### src/rtl/scan_ctrl.sv
// Eight-digit multiplexed display scanner with per-digit PWM brightness and a
// double-buffered frame: new data waits in a pending slot until the next frame wrap.
module scan_ctrl #(
  parameter int SUB_DIV = 6250
) (
  input  logic        clk,
  input  logic        rst,
  input  logic        enable,
  input  logic [31:0] din,
  input  logic        din_valid,
  output logic        din_ready,
  input  logic [7:0]  blank_mask,
  input  logic [2:0]  bright,
  output logic [2:0]  sel,
  output logic [7:0]  dig,
  output logic [3:0]  code,
  output logic        frame_start
);

  localparam int CW = (SUB_DIV > 1) ? $clog2(SUB_DIV) : 1;
  localparam logic [CW-1:0] CNT_MAX = CW'(SUB_DIV - 1);

  logic [CW-1:0] cnt, cnt_n;
  logic [2:0]    sub, sub_n, sel_n;
  logic [31:0]   shadow, shadow_n, pend;
  logic          pend_full, en_d, run, tick, wrap, accept, xfer;
  logic [7:0]    dig_n;
  logic [3:0]    code_n;

  assign din_ready = ~pend_full;
  assign accept    = din_valid & ~pend_full;
  // The first enabled cycle only restarts the counters at zero; counting begins after it.
  assign run       = enable & en_d;
  assign tick      = (cnt == CNT_MAX);
  assign wrap      = run & tick & (sub == 3'd7) & (sel == 3'd7);
  assign xfer      = pend_full & (wrap | ~enable);

  // Outputs are registered from next-state values so sel, dig and code never skew.
  always_comb begin
    cnt_n = '0;
    sub_n = '0;
    sel_n = '0;
    if (run) begin
      cnt_n = tick ? '0 : cnt + 1'b1;
      sub_n = tick ? sub + 3'd1 : sub;
      sel_n = (tick && sub == 3'd7) ? sel + 3'd1 : sel;
    end
    shadow_n = xfer ? pend : shadow;
    code_n   = shadow_n[{~sel_n, 2'b00} +: 4];
    dig_n    = 8'hFF;
    if (enable && (sub_n <= bright) && !blank_mask[sel_n])
      dig_n[~sel_n] = 1'b0;
  end

  always_ff @(posedge clk) begin
    if (rst) begin
      en_d        <= 1'b0;
      cnt         <= '0;
      sub         <= '0;
      sel         <= '0;
      shadow      <= '0;
      pend        <= '0;
      pend_full   <= 1'b0;
      dig         <= 8'hFF;
      code        <= 4'h0;
      frame_start <= 1'b0;
    end else begin
      en_d        <= enable;
      cnt         <= cnt_n;
      sub         <= sub_n;
      sel         <= sel_n;
      shadow      <= shadow_n;
      dig         <= dig_n;
      code        <= code_n;
      frame_start <= enable && (cnt_n == CNT_MAX) && (sub_n == 3'd7) && (sel_n == 3'd7);
      if (accept) begin
        pend      <= din;
        pend_full <= 1'b1;
      end else if (xfer) begin
        pend_full <= 1'b0;
      end
    end
  end

endmodule

### config.mk
export PLATFORM = sky130hd
export DESIGN_NAME = scan_ctrl
export DESIGN_NICKNAME = d
export VERILOG_FILES = /design/src/rtl/scan_ctrl.sv
export SDC_FILE = /design/constraint.sdc
export NUM_CORES = 1
export LEC_CHECK = 0
export BUFFER_PORTS_ARGS = -buffer_cell sky130_fd_sc_hd__buf_2
export CAP_MARGIN = 40
export CORE_MARGIN = 2
export CORE_UTILIZATION = 47
export CTS_CLUSTER_SIZE = 16
export DETAILED_ROUTE_END_ITERATION = 8
export PLACE_DENSITY = 0.68
export SYNTH_ARGS = -nofsm -noshare
export SYNTH_HDL_FRONTEND = slang
export SYNTH_SLANG_ARGS = --single-unit
### constraint.sdc
create_clock -name clk -period 3.1 [get_ports clk]
set_input_delay 0.465 -clock clk [delete_from_list [all_inputs] [get_ports clk]]
set_output_delay 0.465 -clock clk [all_outputs]
set_load 0.03 [all_outputs]
Yosys cells after proc, flatten, opt, wreduce, memory -nomap -nowiden --
Cells that the tools add are included.
Word-level totals: register bits after elaboration 98, bits in latches 0, RAM bits 0, ROM bits 0, memories 0
Cells by class: $add $sub $neg 3, multipliers 0, divide/modulo/power cells 0, magnitude comparators 4, eq/ne operators 6, shifts and indexed selects 1, mux-type cells 13, bitwise operators 12, reductions and logical operators 10
Operators with widths (count):
- $mux W32 | 1
- $shiftx A32 B6 Y4 | 1
- $eq A13 B13 Y1 const B | 2
- $mux W13 | 2
- $add A13 B1 Y13 const B | 1
- $eq A3 B3 Y1 const B | 4
- $mux W3 | 4
- $lt A3 B4 Y1 const B | 2
- $not A8 Y8 | 1
- $logic_and A1 B1 Y1 | 7
- $add A3 B1 Y3 const B | 2
- $and A1 B1 Y1 | 6
- $mux W1 | 4
- $bmux W1 S3 | 1
- $demux W1 S3 | 1
- $ge A3 B1 Y1 const B | 1
- $le A3 B3 Y1 | 1
- $not A1 Y1 | 3
- $not A3 Y3 | 1
- $reduce_bool A2 Y1 | 1
- $reduce_or A2 Y1 | 1
- $logic_not A1 Y1 | 1
- $or A1 B1 Y1 | 1

Longest topological paths before layout --
Gate-level depths: netlist (run 1).
word-level depth 10, gate-level depth with buffers 12, mapped depth without buffers 12

Worst setup path after synthesis (run 1) --
No wires, ideal clock.
path kind flip-flop to flip-flop, from reg sel[1], to reg code[2], library setup time 144 ps, arrival time 2649 ps, setup slack 307 ps, cell stages (with the launch flop) 10, cell sequence dfxtp_1 > ha_1 > ha_1 > nand4_1 > or4_4 > a21oi_4 > buf_6 > mux2_2 > a222oi_1 > a41oi_1
On the way: cells in the longest elaborated chain, start to end 6, elaborated cells between the ends (all ways) 10, classes of those cells add/sub: 1; eq/ne: 1; shift: 1; mux: 3; bitwise: 4
Ends and longest elaborated chain:
- from (decl) | RTL line 14 | output logic [2:0] sel,
- from (signal assigned) | RTL line 71 | sel <= sel_n;
- $eq A3 B3 Y1 | RTL line 35 | assign wrap = run & tick & (sub == 3'd7) & (sel == 3'd7);
- $and A1 B1 Y1 | RTL line 35
- $or A1 B1 Y1 | RTL line 36 | assign xfer = pend_full & (wrap | ~enable);
- $and A1 B1 Y1 | RTL line 36
- $mux W32 | RTL line 48 | shadow_n = xfer ? pend : shadow;
- $shiftx A32 B6 Y4 (*) | RTL line 49 | code_n = shadow_n[{~sel_n, 2'b00} +: 4];
- to (signal assigned) | RTL line 74 | code <= code_n;
- to (decl) | RTL line 16 | output logic [3:0] code,
Mark *: on every way between the ends. The rest lies on a longest branch, timed or not. A chain may end at the register's enable or synchronous reset.

Worst setup path in the final report (run 1) --
from reg cnt[3], to reg code[3]
On the way: cells in the longest elaborated chain, start to end 8, elaborated cells between the ends (all ways) 12, classes of those cells eq/ne: 1; shift: 1; mux: 3; bitwise: 6; reduce/logical: 1
Ends and longest elaborated chain:
- from (decl) | RTL line 23 | logic [CW-1:0] cnt, cnt_n;
- from (signal assigned) | RTL line 69 | cnt <= cnt_n;
- $eq A13 B13 Y1 (*) | RTL line 34 | assign tick = (cnt == CNT_MAX);
- $and A1 B1 Y1 (3 in series) | RTL line 35
- $or A1 B1 Y1 | RTL line 36
- $and A1 B1 Y1 | RTL line 36
- $mux W32 | RTL line 48
- $shiftx A32 B6 Y4 (*) | RTL line 49
Marks and branches as above.

==> impl_metrics.ini, run 1 <==
[timing]
min_period_ns = 2.96
finalSetupTns_ns = 0
fin_skew_ns = 0.0145
maxSlewViolCount = 0
max_freq_mhz = 337
worst_slack_ns = 0.137
whs_ns = 0.297
hold_violations = 0
worst_pin_slew_ns = 0.772
rsz0062_at_grt = no
fin_crit_sh_pct = 95.6
setup_violations = 0
slew_headroom_pct = 48.5

[route]
firstDrtPassIters = 5
wirelength_um = 9930
routed-wl-met2_um = 4720
drt-met1-wl_um = 4630
wl_per_cell_um = 15.4
dr_total_vias = 3507
drt-initial-drc-count = 185
ant_nets = 0
drc = 0
top_layer_used = met4
via_per_inst = 5.45
wl_met3_um = 518

[cts]
numCtsBuffers = 9
path_clk_slew_ns = 0.10
clk_latency_ns = 0.36
clockBufferDepth = 2
post_cts_buffers = 0
ctsHtreeMaxLevel = 3
ctsRootBufferMaster = clkbuf_8
cts_tree = done
cts_hold_buf = 0
cts.sinks = 98

[synth]
synth_top_area_cell = dfxtp_1
synth_most_common_cell = dfxtp_1
syn_area_um2 = 4280
synthTopCellsByArea = dfxtp_1, nand2_1, mux2_2
synth_ff_type = dfxtp_1
syn_avg_cell_area_um2 = 9.16
syn_nets = 523
synth_cells = 467
ys_warn_count = 0
synth_top_area_share_pct = 45.9
synth-edff-count = 0
ys_async_sr_fraction_pct = 0
ys_ff_latch = 98
yosysSeqAreaShare_pct = 45.9
ys_types = 53
synthTopCellsByCount = dfxtp_1, nand2_1, nor2_1

[grt]
grt_pass1_wl_um = 16400
grtUsageTotal_pct = 20.8
grt_max_degree = 74
grt_pass1_vias = 3396
grt_antenna_before_repair = 0
overflow = 0

[power_and_ir_drop]
comb_power_share_pct = 7.1
power_density_nw_per_um2 = 476
switching_power_mw = 0.570
clkPwrFrac_pct = 37.5
seqPwrFrac_pct = 55.5
peakVddDrop_uv = 276
power_switching_share_pct = 24.1
p_leak_nw = 1.93
internal-power_mw = 1.80

[finish]
syn2layout_area_growth_pct = 16.1
fillers = 797
final_core_util_pct = 56.7
antenna-diode-count = 0
final_layout_size_suffix_gt1_share_pct = 23.6
stdcell_count = 643
layout.nets = 586

[die]
ios = 64
die_h_um = 99.4
num_rows = 34
dieArea_um2 = 9880
core-area_um2 = 8760
dieWidth_um = 99.4
initial_core_util_pct = 48.8

[critical_path]
cp.required_ns = 3.30
path_class = flip-flop to flip-flop
arrival_ns = 3.17
startpoint_type = flip-flop
cp_max_fo = 32
crit_path_end_kind = flip-flop
reg2reg_slack_ns = 0.14

[placed_design]
place.gp.congestion = 0.870
dpl.cell_count = 627
port_buffers = 63
hpwl_um = 7210
place_ws_ns = 0.188

[run_status]
status = completed

[min_path]
hold_path_class = input port to flip-flop

[run]
maxCapViolCount = 0
[layout make-up]
| class | instances | area, µm² | area share, % |
|---|---|---|---|
| inverter | 5 | 18.8 | 0.378 |
| tap | 108 | 135 | 2.72 |
| clock buffer | 11 | 151 | 3.05 |
| sequential | 98 | 1960 | 39.5 |
| clock inverter | 5 | 67.6 | 1.36 |
| timing repair buffer | 77 | 453 | 9.12 |
| multi-input combinational | 339 | 2180 | 43.9 |
[cell usage in the layout, fill, tap and decap left out, types with 3 or more instances in the layout]
cell	synthesis	routed
nand4_1	6	6
clkbuf_8	0	11
buf_4	0	12
a2bb2oi_1	4	4
dfxtp_1	98	98
xor2_1	7	7
nor2b_1	24	23
nor4_1	3	3
nor2_1	38	38
a222oi_1	4	4
a21oi_1	37	37
and4_1	3	3
ha_1	9	9
nand2_1	83	83
nand3b_1	5	5
mux2i_1	16	16
xnor2_1	7	7
nand3_1	19	19
mux2_2	21	21
nor3_1	4	4
a41oi_2	3	3
inv_1	5	5
and3_1	4	4
and2_1	6	6
buf_2	1	63
[registers in the layout (all words and copies together), names as in the netlist]
| register | count |
|---|---|
| cnt | 13 |
| code | 4 |
| dig | 8 |
| en_d | 1 |
| frame_start | 1 |
| pend | 32 |
| pend_full | 1 |
| sel | 3 |
| shadow | 32 |
| sub | 3 |
[critical path: stages, from the launching register on]
cell      delay (ns)
dfxtp_1         0.46
or3b_1          0.42
or4_4           0.58
a21oi_4         0.19
buf_12          0.23
mux2_2          0.37
a222oi_1        0.38
a41oi_2         0.17
[layer usage]
metal	vias to the layer above	track usage (%)
li1	1750	-
met3	6	4.15
met5	-	0
met2	88	34.6
met1	1663	27.8
met4	0	5.58
[logic make-up after synthesis]
kind of cell               after synthesis  share of synthesized area (%)
and+or+nand+nor                        212                           24.9
xor gates and xnor gates                14                           2.87
DFF                                     98                           45.9
AOI/OAI and AO/OA                       67                           11.0
muxes                                   37                           9.27
buffers and inverters                   30                           3.39
adders and majority gates                9                           2.63
[repair_timing]
| action | in CTS | in global routing |
|---|---|---|
| endpoints found under the hold margin | 0 | 0 |
| setup endpoints to repair | 0 | 7 |
| resized for setup | 0 | 1 |
[power groups by stage]
stage / Clock [mW] / Combinational (mW) / Sequential, mW
2_1_floorplan: 0 / 0.107 / 1.33
5_1_grt: 0.953 / 0.187 / 1.32
3_5_place_dp: 0 / 0.168 / 1.34
6_report: 0.886 / 0.167 / 1.31
4_1_cts: 0.903 / 0.168 / 1.31
3_3_place_gp: 0 / 0.157 / 1.34
[through the flow]
step                area (µm²)  power (mW)
floorplan                 4280        1.44
global placement          4710        1.50
detailed placement        4740        1.51
CTS                       4960        2.38
global route              4970        2.46
finish                    4970        2.37
[worst paths after layout]
path                                              end  depth (start not counted)                  start
worst max-delay path               code[3]$_SDFF_PP0_                          7      cnt[3]$_SDFF_PP0_
worst min-delay path                  en_d$_SDFF_PP0_                          2                    rst
worst max register to register     code[3]$_SDFF_PP0_                          7      cnt[3]$_SDFF_PP0_
worst min register to register  pend[20]$_SDFFE_PP0P_                          2  pend[20]$_SDFFE_PP0P_
(Power assumes the default switching activity.)
==> run 2: changes to the inputs <==
RECOVER_POWER = 100   (was unset)
==> impl_metrics.ini, run 2 (synthesized netlist as in run 1, its figures left out) <==
[timing]
hold_violations = 0
fin_crit_sh_pct = 95.5
fin_skew_ns = 0.0142
maxSlewViolCount = 0
min_period_ns = 2.96
worst_pin_slew_ns = 1.10
slew_headroom_pct = 26.5
rsz0062_at_grt = no
max_freq_mhz = 338
setup_violations = 0
finalSetupTns_ns = 0
whs_ns = 0.299

[placed_design]
place.gp.congestion = 0.870
hpwl_um = 7210
port_buffers = 63
place_area_um2 = 4740

[critical_path]
crit_chain = or3b_1 -> or4_4 -> a21oi_4 -> buf_12 -> mux2_2 -> a222oi_1 -> a41oi_2
cp_slowest_stage_delay_ns = 0.58
reg2reg_slack_ns = 0.14
crit_path_end_kind = flip-flop
cp_max_fo = 32
critPathSlowestCell = or4_4
path_class = flip-flop to flip-flop
arrival_ns = 3.16
cp.required_ns = 3.30
startpoint_type = flip-flop

[cts]
numCtsBuffers = 9
clockBufferDepth = 2
ctsRootBufferMaster = clkbuf_8
clk_latency_ns = 0.36
cts.sinks = 98
post_cts_buffers = 0
ctsHtreeMaxLevel = 3
cts_tree = done
path_clk_slew_ns = 0.10

[finish]
final_layout_size_suffix_gt1_share_pct = 18.3
layout.nets = 586
fin_area_um2 = 4930
most-common-layout-cells = dfxtp_1, nand2_1, buf_2, nor2_1, a21oi_1
antenna-diode-count = 0
final_core_util_pct = 56.3
mostFrequentLayoutCell = dfxtp_1
reg.largest.list = pend x32, shadow x32, cnt x13
syn2layout_area_growth_pct = 15.3

[die]
num_rows = 34
die_h_um = 99.4
dieArea_um2 = 9880
dieWidth_um = 99.4
ios = 64
core-area_um2 = 8760
initial_core_util_pct = 48.8

[power_and_ir_drop]
peakVddDrop_uv = 276
power_density_nw_per_um2 = 479
total_power_mw = 2.36
p_leak_nw = 1.88

[route]
drt-initial-drc-count = 201
via_per_inst = 5.43
wirelength_um = 9900
dr_total_vias = 3489
firstDrtPassIters = 4
wl_per_cell_um = 15.4
drc = 0
ant_nets = 0

[grt]
grt_pass1_wl_um = 16400
overflow = 0
grt_max_degree = 74
grt_pass1_vias = 3396
grtUsageTotal_pct = 20.8
grt_antenna_before_repair = 0

[run]
maxCapViolCount = 0

[run_status]
status = completed

[min_path]
hold_path_class = input port to flip-flop
[run 2: cell count changes in the layout (fill, tap and decap cells not counted), sizes merged]
cell,change
clkbuf,+21
buf,-21
[run 2: worst paths after layout]
path | start | end | depth (start not counted)
max | cnt[3]$_SDFF_PP0_ | code[3]$_SDFF_PP0_ | 7
min | rst | en_d$_SDFF_PP0_ | 2
max reg2reg | cnt[3]$_SDFF_PP0_ | code[3]$_SDFF_PP0_ | 7
min reg2reg | pend[30]$_SDFFE_PP0P_ | pend[30]$_SDFFE_PP0P_ | 2
[run 2: area by class of cell]
cell class                 count  area (µm²)
clock buffer                  11         151
clock inverter                 5        67.6
fill                         808        3830
inverter                       5        18.8
multi-input combinational    339        2180
sequential                    98        1960
tap                          108         135
timing repair buffer          77         420
[run 2: metrics by stage]
| stage | instances | setup WS [ns] |
|---|---|---|
| after floorplan | 467 | 0.307 |
| after CTS | 643 | 0.148 |
| after detailed placement | 627 | 0.188 |
| final | 643 | 0.139 |
| after global placement | 626 | 0.290 |
| after global routing | 643 | 0.0210 |
[run 2: report_power, final]
group	internal [mW]	total, mW	switching (mW)
combinational	0.0701	0.164	0.0938
sequential	1.29	1.31	0.0193
clock	0.430	0.885	0.454
total	1.79	2.36	0.567
[run 2: worst max-delay path, delay by kind of cell (launching register included)]
family,cells,cell delay (ns)
AOI/OAI and AO/OA,3,0.74
buffers and inverters,1,0.23
DFF,1,0.45
muxes,1,0.38
and+or+nand+nor,2,1.00
[run 2: repair_timing]
item,in CTS,in global routing
endpoints found under the setup margin,0,7
hold buffers,0,0
endpoints found under the hold margin,0,0
resized for setup,0,1
[run 2: metal layers]
metal  wire length [µm]  vias up  GRT usage (%)
met1               4700     1660           27.8
met5                  0        -              0
met3                411        2           4.15
li1                   -     1751              -
met4                 44        0           5.58
met2               4740       76           34.6
==> run 3: changes to the inputs <==
--- a/config.mk
+++ b/config.mk
@@ -9,3 +9,3 @@
 export CAP_MARGIN = 40
-export CORE_MARGIN = 2
+export CORE_MARGIN = 5
 export CORE_UTILIZATION = 47
==> constraint.sdc (replaced) <==
create_clock -name clk -period 3.1 [get_ports clk]
set_input_delay 0.62 -clock clk [delete_from_list [all_inputs] [get_ports clk]]
set_output_delay 0.62 -clock clk [all_outputs]
set_load 0.03 [all_outputs]
==> impl_metrics.ini, run 3 (synthesized netlist as in run 1, its figures left out) <==
[grt]
grt_pass1_wl_um = 16200
grt_max_degree = 74
grtUsageTotal_pct = 18.1
grt_antenna_before_repair = 0
grt_pass1_vias = 3316
overflow = 0

[route]
dr_total_vias = 3486
ant_nets = 0
wirelength_um = 9980
wl_per_cell_um = 15.5
drt-initial-drc-count = 184
firstDrtPassIters = 5
via_per_inst = 5.41
drc = 0

[die]
core-area_um2 = 8810
dieArea_um2 = 11100
die_h_um = 105
num_rows = 34
dieWidth_um = 105
initial_core_util_pct = 48.6
ios = 64

[critical_path]
r2r_end = code[0]$_SDFF_PP0_
path_depth = 7
cp_slowest_stage_delay_ns = 0.58
startpoint_type = flip-flop
arrival_ns = 3.17
cp_max_fo = 32
cp.required_ns = 3.31
r2r_start = cnt[3]$_SDFF_PP0_
path_buf_inv = 1
critPathSlowestCell = or4_4
reg2reg_slack_ns = 0.14
crit_path_end_kind = flip-flop
reg2reg_depth = 7
cp_top_family = simple AND/OR/NAND/NOR gates
crit_chain = or3b_1 -> or4_4 -> a21oi_4 -> buf_12 -> mux2_2 -> a222oi_1 -> a41oi_2
path_class = flip-flop to flip-flop

[power_and_ir_drop]
p_leak_nw = 1.85
power_density_nw_per_um2 = 458
peakVddDrop_uv = 223
total_power_mw = 2.23

[finish]
mostFrequentLayoutCell = dfxtp_1
final_core_util_pct = 55.3
most-common-layout-cells = dfxtp_1, nand2_1, buf_2, nor2_1, a21oi_1
fillers = 844
layout.nets = 587
seq_area_um2 = 1960
fin_area_um2 = 4870
multi_input_area_um2 = 2170
reg.largest.list = pend x32, shadow x32, cnt x13
antenna-diode-count = 0
final_layout_size_suffix_gt1_share_pct = 17.5
syn2layout_area_growth_pct = 13.8

[timing]
maxSlewViolCount = 0
max_freq_mhz = 338
finalSetupTns_ns = 0
min_period_ns = 2.96
rsz0062_at_grt = no
slew_headroom_pct = 31.0
fin_crit_sh_pct = 95.4
setup_violations = 0
worst_pin_slew_ns = 1.03
fin_skew_ns = 0.00779
hold_violations = 0

[run]
maxCapViolCount = 0

[placed_design]
port_buffers = 63
hpwl_um = 7250
place_area_um2 = 4730
place.gp.congestion = 0.893

[cts]
clockBufferDepth = 2
ctsRootBufferMaster = clkbuf_8
post_cts_buffers = 0
ctsHtreeMaxLevel = 3
path_clk_slew_ns = 0.09
clk_latency_ns = 0.36
post_cts_resized = 0
cts_hold_buf = 0
cts.sinks = 98
numCtsBuffers = 9
cts_tree = done

[min_path]
holdPathStages = 2
min_to = pend[15]$_SDFFE_PP0P_
hold_path_startpoint = pend[15]$_SDFFE_PP0P_
hold_path_class = flip-flop to flip-flop

[run_status]
status = completed
run 3: worst register-to-register path, cell delays in order, from the launching register on:
cell,delay [ns]
dfxtp_1,0.44
or3b_1,0.42
or4_4,0.58
a21oi_4,0.19
buf_12,0.23
mux2_2,0.39
a222oi_1,0.41
a41oi_2,0.16
run 3: per-stage QoR:
step	worst slack (ns)	cells	hold slack, ns
floorplan	0.307	467	0.433
global placement	0.280	627	0.445
detailed placement	0.195	628	0.447
CTS	0.147	644	0.460
global route	0.0223	644	0.460
finish	0.143	644	0.457
run 3: layout make-up:
type / count / area share, %
clock buffer: 11 / 2.90
sequential: 98 / 40.3
multi-input combinational: 339 / 44.5
clock inverter: 5 / 0.746
tap: 108 / 2.78
timing repair buffer: 78 / 8.35
inverter: 5 / 0.386
run 3: power by group:
group / switching (mW) / internal, mW / total, mW / leakage [nW]
logic: 0.0928 / 0.0660 / 0.159 / 0.963
clock network: 0.441 / 0.319 / 0.760 / 0.0941
registers: 0.0189 / 1.29 / 1.31 / 0.796
run 3: worst max-delay path by stage:
stage                         end  slack, ns              start
2_1_floorplan  code[2]$_SDFF_PP0_       0.31  sel[1]$_SDFF_PP0_
3_3_place_gp   code[0]$_SDFF_PP0_       0.28  cnt[3]$_SDFF_PP0_
3_5_place_dp   code[1]$_SDFF_PP0_       0.19  cnt[3]$_SDFF_PP0_
4_1_cts        code[0]$_SDFF_PP0_       0.15  cnt[3]$_SDFF_PP0_
5_1_grt        code[0]$_SDFF_PP0_       0.02  cnt[0]$_SDFF_PP0_
6_report       code[0]$_SDFF_PP0_       0.14  cnt[3]$_SDFF_PP0_
run 3: layer usage:
layer | wire, µm | global-route usage (%) | vias up
met3 | 490 | 4.46 | 6
li1 | - | - | 1756
met4 | 72 | 4.40 | 0
met2 | 4560 | 28.7 | 88
met1 | 4850 | 24.9 | 1636
met5 | 0 | 0 | -
